[src/rtl/alu_ctrl.sv]
// Decode/sequencing controller for an external 64-bit ALU: IDLE -> EXEC -> DONE per op.
// Define ALU_CTRL_BRANCH_EN to add BEQ/BNE decode and branch-taken evaluation.
module alu_ctrl #(
  parameter int DATA_W = 64
) (
  input  logic              clk,
  input  logic              reset,
  input  logic              in_valid,
  output logic              in_ready,
  input  logic [6:0]        opcode,
  input  logic [2:0]        funct3,
  input  logic [6:0]        funct7,
  input  logic [DATA_W-1:0] rs1_val,
  input  logic [DATA_W-1:0] rs2_val,
  input  logic [DATA_W-1:0] imm,
  output logic [DATA_W-1:0] alu_a,
  output logic [DATA_W-1:0] alu_b,
  output logic [3:0]        ALUOp,
  input  logic [DATA_W-1:0] alu_result,
  input  logic              alu_zero,
  output logic              out_valid,
  input  logic              out_ready,
  output logic [DATA_W-1:0] out_result,
  output logic              out_taken,
  output logic              out_illegal
);

  localparam logic [3:0] OP_AND = 4'b0000;
  localparam logic [3:0] OP_OR  = 4'b0001;
  localparam logic [3:0] OP_ADD = 4'b0010;
  localparam logic [3:0] OP_SUB = 4'b0110;
  localparam logic [3:0] OP_SLL = 4'b1000;
  localparam logic [3:0] OP_ILL = 4'b1111;

  typedef enum logic [1:0] {
    IDLE = 2'd0,
    EXEC = 2'd1,
    DONE = 2'd2
  } state_t;

  state_t r_state;
  state_t w_state_nxt;

  logic [3:0]        w_aluop;
  logic [DATA_W-1:0] w_a;
  logic [DATA_W-1:0] w_b;
  logic              w_ill;
  logic              w_br;
  logic              w_bne;

  logic [3:0]        r_aluop_p0;
  logic [DATA_W-1:0] r_alu_a_p0;
  logic [DATA_W-1:0] r_alu_b_p0;
  logic              r_ill_p0;
  logic [DATA_W-1:0] r_result_p1;
  logic              r_taken_p1;
  logic              r_ill_p1;

  // Instruction decode: anything not matched falls through as illegal with zero operands.
  always_comb begin
    w_aluop = OP_ILL;
    w_a     = '0;
    w_b     = '0;
    w_ill   = 1'b1;
    w_br    = 1'b0;
    w_bne   = 1'b0;
    case (opcode)
      7'b0110011: begin
        if (funct7 == 7'b0000000) begin
          case (funct3)
            3'b000:  begin w_aluop = OP_ADD; w_ill = 1'b0; end
            3'b001:  begin w_aluop = OP_SLL; w_ill = 1'b0; end
            3'b110:  begin w_aluop = OP_OR;  w_ill = 1'b0; end
            3'b111:  begin w_aluop = OP_AND; w_ill = 1'b0; end
            default: ;
          endcase
        end else if (funct7 == 7'b0100000 && funct3 == 3'b000) begin
          w_aluop = OP_SUB;
          w_ill   = 1'b0;
        end
        if (!w_ill) begin
          w_a = rs1_val;
          w_b = (w_aluop == OP_SLL) ? DATA_W'(rs2_val[5:0]) : rs2_val;
        end
      end
      7'b0010011: begin
        case (funct3)
          3'b000:  begin w_aluop = OP_ADD; w_ill = 1'b0; end
          3'b110:  begin w_aluop = OP_OR;  w_ill = 1'b0; end
          3'b111:  begin w_aluop = OP_AND; w_ill = 1'b0; end
          3'b001:  if (funct7[6:1] == 6'b0) begin w_aluop = OP_SLL; w_ill = 1'b0; end
          default: ;
        endcase
        if (!w_ill) begin
          w_a = rs1_val;
          w_b = (w_aluop == OP_SLL) ? DATA_W'(imm[5:0]) : imm;
        end
      end
      7'b0000011, 7'b0100011: begin
        w_aluop = OP_ADD;
        w_ill   = 1'b0;
        w_a     = rs1_val;
        w_b     = imm;
      end
`ifdef ALU_CTRL_BRANCH_EN
      7'b1100011: begin
        if (funct3 == 3'b000 || funct3 == 3'b001) begin
          w_aluop = OP_SUB;
          w_ill   = 1'b0;
          w_br    = 1'b1;
          w_bne   = funct3[0];
          w_a     = rs1_val;
          w_b     = rs2_val;
        end
      end
`endif
      default: ;
    endcase
  end

  always_comb begin
    w_state_nxt = r_state;
    case (r_state)
      IDLE:    if (in_valid) w_state_nxt = EXEC;
      EXEC:    w_state_nxt = DONE;
      DONE:    if (out_ready) w_state_nxt = IDLE;
      default: w_state_nxt = IDLE;
    endcase
  end

  always_ff @(posedge clk) begin
    if (reset) r_state <= IDLE;
    else       r_state <= w_state_nxt;
  end

`ifdef ALU_CTRL_BRANCH_EN
  logic r_br_p0;
  logic r_bne_p0;

  always_ff @(posedge clk) begin
    if (reset) begin
      r_br_p0  <= 1'b0;
      r_bne_p0 <= 1'b0;
    end else if (r_state == IDLE && in_valid) begin
      r_br_p0  <= w_br;
      r_bne_p0 <= w_bne;
    end
  end
`else
  logic w_unused_br;
  assign w_unused_br = w_br ^ w_bne ^ alu_zero;
`endif

  // Stage p0: operands latched on transfer; stage p1: ALU response captured as EXEC closes.
  always_ff @(posedge clk) begin
    if (reset) begin
      r_aluop_p0  <= 4'b0000;
      r_alu_a_p0  <= '0;
      r_alu_b_p0  <= '0;
      r_ill_p0    <= 1'b0;
      r_result_p1 <= '0;
      r_taken_p1  <= 1'b0;
      r_ill_p1    <= 1'b0;
    end else begin
      if (r_state == IDLE && in_valid) begin
        r_aluop_p0 <= w_aluop;
        r_alu_a_p0 <= w_a;
        r_alu_b_p0 <= w_b;
        r_ill_p0   <= w_ill;
      end
      if (r_state == EXEC) begin
        r_result_p1 <= r_ill_p0 ? '0 : alu_result;
        r_ill_p1    <= r_ill_p0;
`ifdef ALU_CTRL_BRANCH_EN
        r_taken_p1  <= r_br_p0 && (r_bne_p0 ? !alu_zero : alu_zero);
`else
        r_taken_p1  <= 1'b0;
`endif
      end
    end
  end

  assign in_ready    = (r_state == IDLE) && !reset;
  assign out_valid   = (r_state == DONE);
  assign ALUOp       = r_aluop_p0;
  assign alu_a       = r_alu_a_p0;
  assign alu_b       = r_alu_b_p0;
  assign out_result  = r_result_p1;
  assign out_taken   = r_taken_p1;
  assign out_illegal = r_ill_p1;

endmodule

[config.mk]
export PLATFORM = sky130hd
export DESIGN_NAME = alu_ctrl
export DESIGN_NICKNAME = d
export VERILOG_FILES = /design/src/rtl/alu_ctrl.sv
export SDC_FILE = /design/constraint.sdc
export NUM_CORES = 1
export LEC_CHECK = 0
export CAP_MARGIN = 40
export CORE_AREA = 5 5 181 183
export DETAILED_ROUTE_END_ITERATION = 7
export DIE_AREA = 0 0 186 188
export PLACE_DENSITY_LB_ADDON = 0.05
export SYNTH_ARGS = -nofsm -noshare
export SYNTH_HDL_FRONTEND = slang
export SYNTH_SLANG_ARGS = --single-unit
[constraint.sdc]
create_clock -name clk -period 2.5 [get_ports clk]
set_input_delay 0.25 -clock clk [delete_from_list [all_inputs] [get_ports clk]]
set_output_delay 0.25 -clock clk [all_outputs]
set_load 0.01 [all_outputs]
-- After elaboration in Yosys (flattened, before gate mapping)
Index checks and enable logic that the tools add are counted.
- register bits: 200
- bits in latches: 0
- memory bits (writable): 0
- bits in read-only memories: 0
- output and inout bits: 200
- memories: 0
- add/subtract/negate cells: 0
- multiply operators: 0
- div/mod/pow operators: 0
- order comparisons: 0
- eq/ne operators: 14
- shifts and indexed selects: 0
- mux-type cells: 28
- bitwise operators: 0
- reduce and logical (&&, ||, !) cells: 12
- operators with widths (operator ; number):
    two-way mux 64 bit ; 7
    one-hot mux 64 bit (3 select lines) ; 2
    one-hot mux 4 bit (4 select lines) ; 2
    == test 7 x 6 -> 1 bit, second input constant ; 3
    two-way mux 4 bit ; 4
    one-hot mux 4 bit (3 select lines) ; 1
    == test 4 bit, second input constant ; 2
    == test 7 x 2 -> 1 bit, second input constant ; 1
    == test 7 x 5 -> 1 bit, second input constant ; 1
    logical NOT 7 bit ; 1
    == test 3 bit, second input constant ; 2
    logical NOT 6 bit ; 1
    two-way mux 1 bit ; 6
    one-hot mux 2 bit (3 select lines) ; 1
    two-way mux 2 bit ; 2
    OR reduction 4 bit ; 1
    == test 3 x 1 -> 1 bit, second input constant ; 1
    logical AND 1 bit ; 3
    logical NOT 3 bit ; 1
    two-way mux 3 bit ; 1
    one-hot mux 1 bit (3 select lines) ; 1
    OR reduction 3 bit ; 1
    == test 2 x 1 -> 1 bit, second input constant ; 1
    == test 2 bit, second input constant ; 1
    7 further kinds ; 7

-- Longest topological paths before layout
- depth after elaboration: 9
- gate-level depth with buffers: 10
- depth with buffers taken out: 5

-- Worst setup path after synthesis
Ideal clock, no wire load.
- path type: input to register
- start point: in reset
- end point: reg r_alu_b_p0[43], in the netlist alu_b[43]
- library setup time: 0.057 ns
- arrival: 1.923 ns
- required time: 2.443 ns
- path slack: 0.520 ns
- cell stages on the path: 10
- path buffers: 5
- cells stage by stage: buf_2 -> nor3_1 -> and4_1 -> buf_2 -> and3_1 -> clkbuf_1 -> buf_2 -> buf_4 -> a22o_1 -> a21o_1
- RTL lines (item ; line ; source):
    start, declared ; 7 ; input logic reset,
    end signal, assigned ; 168 ; r_alu_b_p0 <= w_b;
    end, declared ; 53 ; logic [DATA_W-1:0] r_alu_b_p0;

-- Worst setup path after layout
- start point: in opcode[6]
- end point: reg r_alu_b_p0[9], in the netlist alu_b[9]
- longest elaborated chain between the ends: 3
- elaborated cells on any way between the ends: 6
- ends and longest elaborated chain (item ; line ; source):
    start, declared ; 10 ; input logic [6:0] opcode,
    == test 7 x 2 -> 1 bit / == test 7 x 6 -> 1 bit (equally long branches) ; 67 ; case (opcode)
    OR reduction 2 bit ; 67 ;
    one-hot mux 64 bit (3 select lines) * ; 67 ;
Mark *: on every way between the ends. The rest lies on a longest branch, timed or not.
A chain may end at the register's enable or synchronous reset.

==> results.ini <==
[outcome]
status = completed

[worst_setup_path]
crit_path_top_delay_cell = nor4b_1
cp_data_arrival_time_ns = 2.54
path_class = in -> reg
crit_path_cell_trace = clkdlybuf4s50_1, nor4b_1, buf_4, and4_1, nand2_1, nor3_4, buf_12, a21o_1
start_kind = input port
critPathMaxStageDelay_ns = 0.57
cp-end-kind = flip-flop
required_ns = 2.89
crit_fanout = 44

[floorplanning]
fp.dieW_um = 186
die_area_um2 = 35000
die_h_um = 188
io_pins = 478
initial_core_util_pct = 24.0
rows = 65
core_um2 = 31100

[layout]
areaGrowthSynthToFinish_pct = 80.4
final_cell_area_um2 = 13400
final_cell_count_no_fill = 1583
mostFrequentLayoutCells = clkdlybuf4s50_1, dfxtp_1, a22o_1, nor2_1, a21oi_1
final_common_cell = clkdlybuf4s50_1
nets = 1444
drive_gt1_share_pct = 6.37
post-route-util_pct = 43.2

[synthesis]
synthesis.nets = 984
avgSynthCellArea_um2 = 10.5
async_flop_share_pct = 0
ys_ff_latch = 200
ys_seq_area_share_pct = 53.8
synthFlopType = dfxtp_1
syn_area_um2 = 7440
synth.distinct_cells = 43
ys_warn_count = 0
syn_inst = 706
synth_edf_count = 0

[detailed_routing]
ant_nets = 0
vias_per_cell = 4.57
avgRoutedWirePerCell_um = 19.3
drt-initial-drc-count = 287
vias = 7236
drt_first_pass_iters = 4
routed_wirelength_um = 30500
drt_drc_violations_left = 0

[timing]
clock_skew_ns = 0.00965
relSlewSlack_pct = 56.1
period_minus_slack_ns = 2.15
fin_ws_ns = 0.350
rsz0062_at_grt = no
fin_crit_sh_pct = 86.0
whs_ns = 0.0873
fmax_ghz = 0.465
finalSetupViolCount = 0
hold_viol = 0
worstMarginPinSlew_ns = 0.656
setup_tns_ns = 0
maxSlewViolCount = 0

[power]
power.internal_mw = 5.83
ir_drop_mv = 0.473
power_frac_clock_pct = 44.0
p_switching_mw = 1.66
p_seq_share_pct = 43.7
pwr-share-comb_pct = 12.2
power.density_nw_per_um2 = 558
p_leak_nw = 5.40
p_total_mw = 7.49
swShare_pct = 22.2

[placement]
dp_slack_ns = -0.210
placed_cell_area_um2 = 12700
port_buffers = 475
dp_hpwl_um = 22900
place.gp.congestion = 0.787
dp_cells = 1549

[global_routing]
overflow = 0
grt_pass1_vias = 7358
grt_pass1_wl_um = 44900
antenna_found_initial = 4
grtUsageTotal_pct = 16.8
grt_max_degree = 69

[cts]
cts_tree = yes
cts_buffer_depth = 2
clk_pin_slew_ns = 0.08
clk_latency_ns = 0.44
postCtsSetupRepairBufs = 0
cts_hold_buf = 0
cts_resized = 0
cts-root-buf = clkbuf_16
cts_made_buffers = 17
cts_sinks = 200
h-tree-depth = 4

[run]
cap_violations = 0

[worst_hold_path]
min_path_type = in -> reg

==> worst max-delay path: cells and delay by family <==
family,cells,cell delay [ns]
AO/OA/AOI/OAI,1,0.16
buffers and inverters,3,0.89
AND/OR/NAND/NOR,4,1.20
==> power by group through the flow <==
stage / registers, mW / clock network (mW) / logic, mW
2_1_floorplan: 3.37 / 0 / 0.247
3_3_place_gp: 3.35 / 0 / 0.925
3_5_place_dp: 3.35 / 0 / 0.924
4_1_cts: 3.27 / 3.40 / 0.929
5_1_grt: 3.28 / 3.55 / 0.987
6_report: 3.27 / 3.30 / 0.917
==> layer usage <==
layer  track usage, %  vias to the layer above  share of wire (%)
li1                 -                     3514                  -
met1             19.0                     3406                 40
met2             28.4                      281                 48
met3             7.26                       31                9.7
met4             5.18                        4                2.0
met5                0                        -              0.089
==> layout make-up <==
| type | count | area [µm²] |
|---|---|---|
| well taps | 402 | 503 |
| multi-input cells | 441 | 3090 |
| fillers | 3073 | 17600 |
| clock inverters | 11 | 240 |
| diodes | 3 | 7.51 |
| clock buffers | 20 | 447 |
| repair buffers | 506 | 5130 |
| flip-flops and latches | 200 | 4010 |
==> synth_stat cells, drive strengths merged, types with 3 or more instances <==
cell type	instances	area (µm²)
and3	7	43.8
nor3b	66	500
a22o	122	1070
a21oi	67	335
or2	3	18.8
nor3	3	20.0
a21o	60	450
dfxtp	200	4000
nor2	71	267
a221o	6	60.1
buf	23	223
o21ai	3	15.0
nand2	4	15.0
clkbuf	42	158
a211oi	4	30.0
==> path summary, 6_finish.rpt <==
path	slack (ns)	cells after the start	end	from
worst max register to register	0.61	4	alu_a[33]	r_state[0]
worst min register to register	0.48	1	alu_a[5]	alu_a[5]
worst max-delay path	0.35	8	alu_b[9]	opcode[6]
worst min-delay path	0.09	2	ALUOp[3]	reset
==> kinds of logic after synthesis <==
logic type | Yosys count | synth area share [%]
flip-flops | 200 | 53.8
AO/OA/AOI/OAI | 273 | 28.1
multiplexers | 1 | 0.134
other | 1 | 0.0504
AND/OR/NAND/NOR | 166 | 12.8
buffers and inverters | 65 | 5.11
==> flip-flops by register name, indices dropped and copies added (netlist names) <==
signal	flops
alu_a	64
alu_b	64
out_result	64
ALUOp	4
r_state	2
out_illegal	1
r_ill_p0	1
(Power assumes the default switching activity.)
